## config.mk

```make
export PLATFORM = sky130hd
export DESIGN_NAME = instr_fetch_unit
export DESIGN_NICKNAME = d
export VERILOG_FILES = /design/src/rtl/rv_core_pkg.sv /design/src/rtl/fetch_fifo.sv /design/src/rtl/instr_fetch_unit.sv
export SDC_FILE = /design/constraint.sdc
export NUM_CORES = 1
export LEC_CHECK = 0
export CAP_MARGIN = 5
export CORE_MARGIN = 1
export CORE_UTILIZATION = 38
export DETAILED_ROUTE_END_ITERATION = 7
export GPL_ROUTABILITY_DRIVEN = 0
export PLACE_DENSITY_LB_ADDON = 0.2
export SLEW_MARGIN = 5
export SYNTH_ARGS = -nofsm -noshare
export SYNTH_HDL_FRONTEND = slang
export SYNTH_HIERARCHICAL = 1
export SYNTH_SLANG_ARGS = --single-unit
```

## constraint.sdc

```tcl
create_clock -name clk -period 4.8 [get_ports clk]
set_input_delay 1.2 -clock clk [delete_from_list [all_inputs] [get_ports clk]]
set_output_delay 1.2 -clock clk [all_outputs]
set_load 0.05 [all_outputs]
```

## src/rtl/rv_core_pkg.sv

```systemverilog
// Core-wide constants shared by the front end, plus the fetch queue entry layout.
package rv_core_pkg;

    localparam int unsigned     XLEN        = 32;
    localparam logic [XLEN-1:0] RV_RESET_PC = 32'd0;
    localparam logic [XLEN-1:0] RV_NOP      = 32'h0000_0013;

    typedef struct packed {
        logic [XLEN-1:0] pc;
        logic [XLEN-1:0] instr;
    } fetch_entry_t;

endpackage

```

## src/rtl/fetch_fifo.sv

```systemverilog
// Synchronous prefetch FIFO of {pc, instr} entries; flush empties it in one cycle.
module fetch_fifo
    import rv_core_pkg::*;
#(
    parameter int unsigned DEPTH = 4
) (
    input  logic                         clk,
    input  logic                         reset,
    input  logic                         flush_i,
    input  logic                         push_i,
    input  fetch_entry_t                 push_data_i,
    input  logic                         pop_i,
    output fetch_entry_t                 head_o,
    output logic [$clog2(DEPTH+1)-1:0]   count_o
);

    localparam int unsigned AW = (DEPTH > 1) ? $clog2(DEPTH) : 1;
    localparam int unsigned CW = $clog2(DEPTH + 1);

    fetch_entry_t  mem_q [DEPTH];
    logic [AW-1:0] rd_ptr_q;
    logic [AW-1:0] wr_ptr_q;
    logic [CW-1:0] count_q;
    logic          do_push;
    logic          do_pop;

    assign do_push = push_i && !flush_i;
    assign do_pop  = pop_i && !flush_i && (count_q != '0);
    assign head_o  = mem_q[rd_ptr_q];
    assign count_o = count_q;

    // DEPTH is a power of two, so pointers wrap by plain overflow.
    always_ff @(posedge clk) begin
        if (reset || flush_i) begin
            rd_ptr_q <= '0;
            wr_ptr_q <= '0;
            count_q  <= '0;
        end else begin
            if (do_push) wr_ptr_q <= wr_ptr_q + AW'(1);
            if (do_pop)  rd_ptr_q <= rd_ptr_q + AW'(1);
            count_q <= count_q + CW'(do_push) - CW'(do_pop);
        end
    end

    always_ff @(posedge clk) begin
        if (do_push && !reset) mem_q[wr_ptr_q] <= push_data_i;
    end

endmodule

```

## src/rtl/instr_fetch_unit.sv

```systemverilog
// Instruction fetch front end: credit-limited in-order requests into a prefetch
// queue, with redirect flushing and counted discard of stale responses.
module instr_fetch_unit
    import rv_core_pkg::*;
#(
    parameter logic [31:0] RESET_PC = RV_RESET_PC,
    parameter int unsigned DEPTH    = 4
) (
    input  logic        clk,
    input  logic        reset,
    input  logic        redirect_valid,
    input  logic [31:0] redirect_pc,
    output logic        imem_req_valid,
    output logic [31:0] imem_req_addr,
    input  logic        imem_req_ready,
    input  logic        imem_rsp_valid,
    input  logic [31:0] imem_rsp_data,
    output logic        out_valid,
    output logic [31:0] out_instr,
    output logic [31:0] out_pc,
    input  logic        out_ready
);

    localparam int unsigned CW = $clog2(DEPTH + 1);
    localparam int unsigned SW = CW + 1;

    logic [XLEN-1:0] fetch_pc_q, fetch_pc_d;
    logic [XLEN-1:0] rsp_pc_q, rsp_pc_d;
    logic [CW-1:0]   in_flight_q, in_flight_d;
    logic [CW-1:0]   discard_q, discard_d;
    logic [CW-1:0]   queued;
    logic            accept;
    logic            rsp_fire;
    logic            push;
    logic            pop;
    fetch_entry_t    push_entry;
    fetch_entry_t    head;

    // A slot is reserved for every outstanding request so no response is ever dropped.
    assign imem_req_valid = !reset && ((SW'(queued) + SW'(in_flight_q)) < SW'(DEPTH));
    assign imem_req_addr  = fetch_pc_q;
    assign out_valid      = (queued != '0);
    assign out_instr      = out_valid ? head.instr : '0;
    assign out_pc         = out_valid ? head.pc : '0;

    // Live responses return in order from the last restart point, so their pc is a running count.
    assign push_entry = '{pc: rsp_pc_q, instr: imem_rsp_data};

    always_comb begin
        accept      = imem_req_valid && imem_req_ready;
        rsp_fire    = imem_rsp_valid && (in_flight_q != '0);
        pop         = out_valid && out_ready;
        push        = rsp_fire && (discard_q == '0) && !redirect_valid;
        in_flight_d = in_flight_q + CW'(accept) - CW'(rsp_fire);
        fetch_pc_d  = fetch_pc_q + XLEN'(accept);
        rsp_pc_d    = rsp_pc_q + XLEN'(push);
        discard_d   = discard_q;
        if (rsp_fire && (discard_q != '0)) discard_d = discard_q - CW'(1);
        if (redirect_valid) begin
            fetch_pc_d = redirect_pc;
            rsp_pc_d   = redirect_pc;
            discard_d  = in_flight_d;
        end
    end

    always_ff @(posedge clk) begin
        if (reset) begin
            fetch_pc_q  <= RESET_PC;
            rsp_pc_q    <= RESET_PC;
            in_flight_q <= '0;
            discard_q   <= '0;
        end else begin
            fetch_pc_q  <= fetch_pc_d;
            rsp_pc_q    <= rsp_pc_d;
            in_flight_q <= in_flight_d;
            discard_q   <= discard_d;
        end
    end

    fetch_fifo #(
        .DEPTH (DEPTH)
    ) u_fifo (
        .clk         (clk),
        .reset       (reset),
        .flush_i     (redirect_valid),
        .push_i      (push),
        .push_data_i (push_entry),
        .pop_i       (pop),
        .head_o      (head),
        .count_o     (queued)
    );

endmodule

```

==> impl_metrics.csv <==
group,metric,value,unit
worst_setup_path,critPathKind,"flop to primary output",
synth,synthFlopType,"edfxtp_1",
timing,hold_viol,0,
cells_and_area,nNetsFinal,1169,
timing,slew_headroom,0.349,
drt,routedWlPerCell,19.6,microns
worst_setup_path,critical-path-max-stage-delay,910,ps
synth,synth_mux_area_frac,0.107,
clock_tree,clk_latency,520,ps
synth,async_flop_share,0,
global_route,first_global_vias,8510,
timing,rsz0062_at_grt,"false",
clock_tree,cts_sinks,335,
timing,min_period,4210,ps
global_route,grt_use_met3,0.0295,
global_route,globalRoute.busiestLayer,"met2",
power,ir_drop,0.207,mV
power,power_leakage,5.62,nW
synth,synth_area,0.0141,sq mm
cells_and_area,syn_to_final_growth,24.5,%
worst_setup_path,cp-end-kind,"primary output",
worst_setup_path,critical_path_required,3600,ps
global_route,grt_start_max_net_pins,67,
global_route,grtUsageTotal,0.164,
timing,fin_crit_sh,0.877,
global_route,grt_pass1_wl,48100,microns
cells_and_area,regArea,0.00928,sq mm
global_route,met1_usage,0.228,
drt,wl,30900,microns
synth,synth_fp_nets,987,
timing,finalSetupTns,0,ps
floorplan,core_region_area,0.0366,sq mm
worst_setup_path,crit_arrival,3010,ps
cells_and_area,final_cells,1577,
global_route,antenna_found_initial,0,
floorplan,ioPinCount,168,
worst_setup_path,cp_top_family,"simple AND/OR/NAND/NOR gates",
floorplan,die-area,0.0379,sq mm
timing,max_clock_freq,238,MHz
clock_tree,cts_made_buffers,37,
worst_setup_path,worstSetupStartpointType,"flop",
drt,ant_nets,0,
placement,place_hpwl,19900,microns
outcome,status,"finished, final reports clean",
clock_tree,cts_hold_buf,0,
floorplan,start_util,0.385,
clock_tree,postCtsSetupBuffers,0,
run,max-cap-violations,0,
global_route,overflow,0,
clock_tree,cts_resized,0,
floorplan,placementRows,70,
timing,worst_clock_skew,15.4,ps
synth,synth-xor-area-share,0.0166,
drt,route.detailed.drc,0,
synth,synth-seq-cells,335,
worst_setup_path,path_cells,"or3_2 > buf_4 > and2_1 > clkdlybuf4s50_1",
synth,synth_adder_area_share,0.0170,
worst_setup_path,cp_max_fo,56,
hold_path,hold_depth,0,
synth,synth-compound-area-share,0.0652,
clock_tree,h-tree-depth,2,
timing,drv_slew,0,
cells_and_area,fillers,3222,
hold_path,hold_path_class,"flop to flop",
timing,setup_viol,0,
cells_and_area,final_util,0.480,
synth,synth_area_per_cell,15.7,sq um
worst_setup_path,reg2regPathDepth,11,
drt,viasPerCell,5.29,
synth,yosys.area_share.simple,0.110,
synth,netlist_instances,899,
clock_tree,cts_tree,"built",
power,power_density,377,mW/mm^2
timing,tightest_slew,976,ps
drt,drtPass1Iterations,5,
synth,ys_seq_area_frac,0.657,
clock_tree,clk_pin_slew_worst_paths,60,ps
synth,synth-edff-count,256,
synth,yosys_warnings,6,
clock_tree,root_buffer,"clkbuf_16",
floorplan,fp.dieW,195,microns
drt,vias,8347,
placement,placed_cells,1510,
synth,synth.distinct_cells,52,
worst_setup_path,slowest_stage,"or3_2",
floorplan,die-height,195,microns
global_route,met2_usage,0.267,
synth,synth_top_family_by_area,"simple AND/OR/NAND/NOR gates",
drt,drt_iter0_drc,443,
cells_and_area,diodes,0,
cells_and_area,multi_input_area,0.00448,sq mm
worst_setup_path,cp.depth,4,
clock_tree,clock_path_buffers,3,
placement,portBuffers,167,
cells_and_area,drive_gt1_frac,0.138,
worst_setup_path,crit_buf_inv,2,
## flip-flops by register name (all words and copies together), names as in the netlist, named ones only
name and cells:
discard_q 3, imem_req_addr 32, in_flight_q 3, rsp_pc_q 32, u_fifo/count_o 3, u_fifo/mem_q 256
u_fifo/rd_ptr_q 2, u_fifo/wr_ptr_q 2
## Yosys cell counts, drive strengths merged (2+ instances only)
cell type  instances  area share
fa                 2      0.0028
and2              71       0.031
inv               20      0.0053
buf               21       0.014
dfxtp             79        0.11
a31o               2      0.0012
nor3b              9      0.0048
a31oi             11      0.0049
a311oi            18       0.011
a21boi            19       0.010
o21a              14      0.0074
nor4              19      0.0093
xnor2             20       0.012
o21ai             18      0.0064
xor2               4      0.0025
nand4             25       0.012
nor2b             15      0.0067
mux2i              2      0.0014
nor2              18      0.0048
clkbuf            27      0.0073
and4              15      0.0093
nand3             14      0.0053
nor3              24      0.0085
or3                4      0.0018
or4                6      0.0032
a211oi             8      0.0043
a21oi              8      0.0028
nand2b             3      0.0013
o31ai              7      0.0037
nand2             21      0.0056
mux2               3      0.0024
o31a              17       0.011
ha                16       0.014
edfxtp           256        0.54
mux4              64        0.10
and3              11      0.0049
## worst paths after layout
path | slack [ps] | startpoint | end
worst min register to register | 530 | rsp_pc_q[0] | u_fifo/mem_q[0][32]
worst min-delay path | 530 | rsp_pc_q[0] | u_fifo/mem_q[0][32]
worst max-delay path | 590 | u_fifo/count_o[0] | out_instr[7]
worst max register to register | 1420 | u_fifo/count_o[2] | imem_req_addr[22]
## cell usage in the layout, fill, tap and decap left out, types with 19 or more instances in the layout
| cell | count |
|---|---|
| edfxtp_1 | 256 |
| clkdlybuf4s50_1 | 165 |
| dfxtp_1 | 77 |
| and2_1 | 71 |
| mux4_2 | 60 |
| clkbuf_16 | 39 |
| nor3_1 | 24 |
| nand4_1 | 23 |
| nand2_1 | 21 |
| inv_1 | 20 |
| xnor2_1 | 20 |
| a21boi_0 | 19 |
## power breakdown
group	internal [mW]	switching (mW)	total, mW	leakage (nW)
clock	1.68	1.09	2.77	0.586
combinational	0.245	0.307	0.552	2.06
sequential	3.20	0.0946	3.30	2.98
total	5.13	1.49	6.62	5.62
## cell type report
cell class	count	area share
repair buffers	191	0.111
inverters	21	0.00449
clock inverters	15	0.00862
flip-flops and latches	335	0.528
clock buffers	52	0.0596
well taps	468	0.0333
multi-input cells	495	0.255
## layer usage
metal / part of all wire / wire length, microns
met5: 0 / 0
met4: 0.015 / 454
met3: 0.048 / 1490
met2: 0.47 / 14500
met1: 0.47 / 14500
## logic make-up after synthesis
kind of cell,after synthesis
DFF,335
and+or+nand+nor,257
AOI/OAI and AO/OA,126
buffers and inverters,69
muxes,69
xor gates and xnor gates,25
adders and majority gates,18
## per-stage QoR
stage / setup WS, ps / power (mW) / hold WS, ps / cell area, sq um
floorplan: 65.7 / 3.67 / 455 / 14100
CTS: 476 / 6.71 / 543 / 17600
detailed placement: 327 / 3.92 / 521 / 16400
global route: 296 / 6.89 / 545 / 17600
finish: 590 / 6.62 / 531 / 17600
global placement: 359 / 3.91 / 491 / 16400
Power figures use the tool's default switching activity.
==> edit 1: new RTL, config.mk and constraints unchanged <==
Make the reset (`reset`) asynchronous in one clocked block.
--- a/src/rtl/instr_fetch_unit.sv
+++ b/src/rtl/instr_fetch_unit.sv
@@ -63,7 +63,7 @@
         end
     end
 
-    always_ff @(posedge clk) begin
+    always_ff @(posedge clk or posedge reset) begin
         if (reset) begin
             fetch_pc_q  <= RESET_PC;
             rsp_pc_q    <= RESET_PC;
Function: differs if reset is asserted again (counterexample within 4 cycles, from zero or initial values and one cycle with reset high); with reset held inactive, the same outputs for 4 cycles.
==> edit 1 against the unedited design <==
First-iteration DRC count up 5.2%. Total power fell by 0.31%. Wire length hardly changed. Sequential cell count did not move. Highest routed layer unchanged. Synthesized cell count down 0.56%. Critical endpoint is now out_instr[29]. Non-clock buffer count decreased by 5. Setup slack got worse by 0.074 ns. Synthesized area up 1.6%. Clock power fell by 7%. Cell area increased by 0.61%.
==> edit 1: results (changes against the unedited design) <==
[global_route]
grtUsageTotal=0.163  ; -0.00114
grtUsageMet2=0.266  ; -0.000448
grt_pass1_wl_mm=48.4  ; +0.57%
gr-usage-met3=0.0277  ; -0.00182
grt_max_degree=65  ; -3.0%

[worst_setup_path]
reg2reg_to=imem_req_addr[28]
cp_data_arrival_time_ns=3.08  ; +0.07 ns
reg2reg_slack_ns=1.17  ; -0.25 ns
crit-reg2reg-launch=in_flight_q[2]
critPathMaxFanout=55  ; -1.8%
startpoint=u_fifo/count_o[1]

[route]
drt_iter0_drc=466  ; +5.2%
wl_met3_mm=1.52  ; +1.9%
wirelength_mm=30.9  ; about the same
wl_met2_mm=14.8  ; +2.4%

[finish]
drive_gt1_frac=0.146  ; +0.00776
finalNetCount=1160  ; -0.77%
fillerInstances=3165  ; -1.8%

[status]
status=finished, final reports clean

[pwr]
leakage_nw=5.88  ; +4.6%
internal_power_mw=5.03  ; -2.0%
peakVddDrop_v=0.000179  ; -14%
seqPwrFrac=0.512  ; +0.014
pwr-share-clk=0.390  ; -0.029
clk-power_mw=2.58  ; -7%

[logic_synthesis]
synthMuxAreaShare=0.120  ; +0.0134
synth_compound_area_frac=0.0401  ; -0.0251
synth-adder-area-share=0.0168  ; -0.000263
ys_seq_area_frac=0.671  ; +0.0143
synth-xor-area-share=0.0175  ; +0.000966
async_flop_share=0.209  ; +0.209
yosys-top-cells-count=256 x edfxtp_1, 70 x dfrtp_1, 69 x and2_1
synthTopCellsByArea=edfxtp_1 54%, dfrtp_1 12%, mux4_2 9.4%
synth.distinct_cells=47  ; -9.6%
syn_nets=982  ; -0.51%

[clock_tree]
max-clock-path-buffers=3  ; unchanged

[timing]
finClkSkew_ns=0.0190  ; +0.00359 ns

edit 1: changes by cell type after synthesis, sizes merged, moves of 11 or more:
cell and change:
a311oi -18, nor2 +16, nor2b -15, nor4 -14
dfrtp +70, a21boi -19, dfxtp -70, a31oi +11
mux2 +20, o31a -14
edit 1: layout make-up:
type / count / share of cell area
Clock buffer: 56 / 0.0594
Sequential cell: 335 / 0.544
Clock inverter: 9 / 0.00248
Inverter: 22 / 0.00467
Timing Repair Buffer: 186 / 0.108
Multi-Input combinational cell: 490 / 0.246
Tap cell: 504 / 0.0357
edit 1: worst min path at each step:
stage | startpoint | end | slack, ns | depth (start not counted)
after floorplan | rsp_pc_q[4] | u_fifo/mem_q[0][36] | 0.47 | 0
after global placement | rsp_pc_q[0] | u_fifo/mem_q[2][32] | 0.55 | 0
after detailed placement | u_fifo/wr_ptr_q[1] | u_fifo/wr_ptr_q[1] | 0.56 | 2
after CTS | u_fifo/wr_ptr_q[1] | u_fifo/wr_ptr_q[1] | 0.57 | 2
after global routing | in_flight_q[0] | in_flight_q[0] | 0.60 | 1
final | u_fifo/wr_ptr_q[1] | u_fifo/wr_ptr_q[1] | 0.57 | 2
edit 1: critical path: stages (launching register included):
cell             delay [ns]
dfxtp_1                0.43
or3_2                  0.85
buf_4                  0.28
and2_1                 0.14
clkdlybuf4s50_1        0.80
edit 1: per-stage QoR:
stage / utilization / setup slack [ns] / area (um^2) / std cells
after floorplan: - / 0.397 / 14300 / 894
after global placement: 0.450 / 0.261 / 16600 / 1537
after detailed placement: 0.450 / 0.181 / 16600 / 1537
after CTS: 0.479 / 0.434 / 17700 / 1602
after global routing: 0.479 / 0.324 / 17700 / 1602
final: 0.479 / 0.516 / 17700 / 1602
==> edit 2: new RTL, same flow settings <==
Without the edit above. `DEPTH` is set to 4 in 2 places; all go to 2.
--- a/src/rtl/fetch_fifo.sv
+++ b/src/rtl/fetch_fifo.sv
@@ -2,7 +2,7 @@
 module fetch_fifo
     import rv_core_pkg::*;
 #(
-    parameter int unsigned DEPTH = 4
+    parameter int unsigned DEPTH = 2
 ) (
     input  logic                         clk,
     input  logic                         reset,
--- a/src/rtl/instr_fetch_unit.sv
+++ b/src/rtl/instr_fetch_unit.sv
@@ -4,7 +4,7 @@
     import rv_core_pkg::*;
 #(
     parameter logic [31:0] RESET_PC = RV_RESET_PC,
-    parameter int unsigned DEPTH    = 4
+    parameter int unsigned DEPTH    = 2
 ) (
     input  logic        clk,
     input  logic        reset,
Formal check against the unedited RTL: not equivalent (Yosys sat finds a counterexample within 4 cycles, from zero or initial values and one cycle with reset high).
==> edit 2 against the unedited design <==
Register-to-register slack got worse by 0.26 ns. Utilization rose by 2.2 points. Cell area fell by 33%. Total power fell by 38%. Fmax rose by 7.2%. First-iteration DRC count fell by 29%. Synthesized area fell by 35%. Sequential cell count fell by 134. Combinational power fell by 18%. Clock power fell by 41%. Final cell count fell by 21%. Setup slack improved by 0.28 ns. Wire length fell by 31%. Worst hold slack got worse by 0.027 ns. Largest cell class unchanged.
==> edit 2: results (changes against the unedited design) <==
[hold_path]
min-delay-start=rsp_pc_q[31]

[global_route]
grt_max_degree=84  ; +25%
grt_pass1_wl_mm=32.8  ; -32%
grtUsageTotal=0.172  ; +0.00766

[worst_setup_path]
critPathMaxFanout=51  ; -8.9%
cp-endpoint=out_pc[1]
reg2reg_slack_ns=1.16  ; -0.26 ns
reg2reg_to=imem_req_addr[26]

[logic_synthesis]
synthTopCellsByArea=edfxtp_1 42%, dfxtp_1 16%, mux2_2 7.9%
synth_area_per_cell_um2=12.2  ; -22%

[placed_design]
placed_area_um2=11100  ; -32%
place_hpwl_mm=14.5  ; -27%
post-place-ws_ns=0.590  ; +0.264 ns

[finish]
drive_gt1_frac=0.137  ; -0.00145
fillerInstances=2087  ; -35%
finalNetCount=985  ; -16%

[clock_tree]
cts_buffers=23  ; -38%
h-tree-depth=1  ; -1

[route]
routedWlPerCell_um=17.1  ; -13%
wirelength_mm=21.3  ; -31%
drt_iter0_drc=314  ; -29%

[pwr]
pg_comb_mw=0.453  ; -18%
peakVddDrop_v=0.000208  ; +0.37%
swShare=0.249  ; +0.0243
clk-power_mw=1.64  ; -41%

[status]
status=finished, final reports clean

[timing]
period_minus_slack_ns=3.93  ; -0.281 ns
finClkSkew_ns=0.0263  ; +0.0108 ns

## edit 2: cell types whose count changed in the layout (fill, tap and decap cells not counted), sizes merged, moves of 13 or more
| cell | change |
|---|---|
| edfxtp | -128 |
| a311oi | -18 |
| mux2 | +61 |
| nor2b | -13 |
| clkbuf | -26 |
| buf | -14 |
| mux4 | -64 |
## edit 2: layout make-up
cell class	instances	area [um^2]	area share
clock inverters	16	118	0.00999
repair buffers	178	1780	0.151
inverters	16	60.1	0.00510
flip-flops and latches	201	5310	0.450
multi-input cells	486	3520	0.299
clock buffers	26	597	0.0507
well taps	319	399	0.0339
## edit 2: metal layers
layer	track usage	up-vias	wire length (um)
met4	0.0430	0	323
met3	0.0307	29	1480
met2	0.270	231	9350
met5	0	-	0
met1	0.243	3055	10100
li1	-	3138	-
## edit 2: worst min-delay path by stage
stage / end / slack (ns) / cells after the start
after floorplan: u_fifo/mem_q[0][36] / 0.42 / 0
after global placement: u_fifo/mem_q[0][63] / 0.47 / 0
after detailed placement: u_fifo/mem_q[0][63] / 0.48 / 0
after CTS: u_fifo/mem_q[1][63] / 0.50 / 0
after global routing: u_fifo/mem_q[1][63] / 0.51 / 0
final: u_fifo/mem_q[1][63] / 0.50 / 0
## edit 2: worst max-delay path, cell delays in order, from the launching register on
cell             delay (ns)
dfxtp_2                0.58
buf_12                 0.34
mux2_2                 0.41
and2_1                 0.15
clkdlybuf4s50_1        0.71
## edit 2: cell families after synthesis
logic type	share of synthesized area
buf+inv	0.0312
xor+xnor	0.0279
simple gates	0.160
compound gates	0.103
mux	0.0814
flops	0.583
fa+ha+maj	0.0132
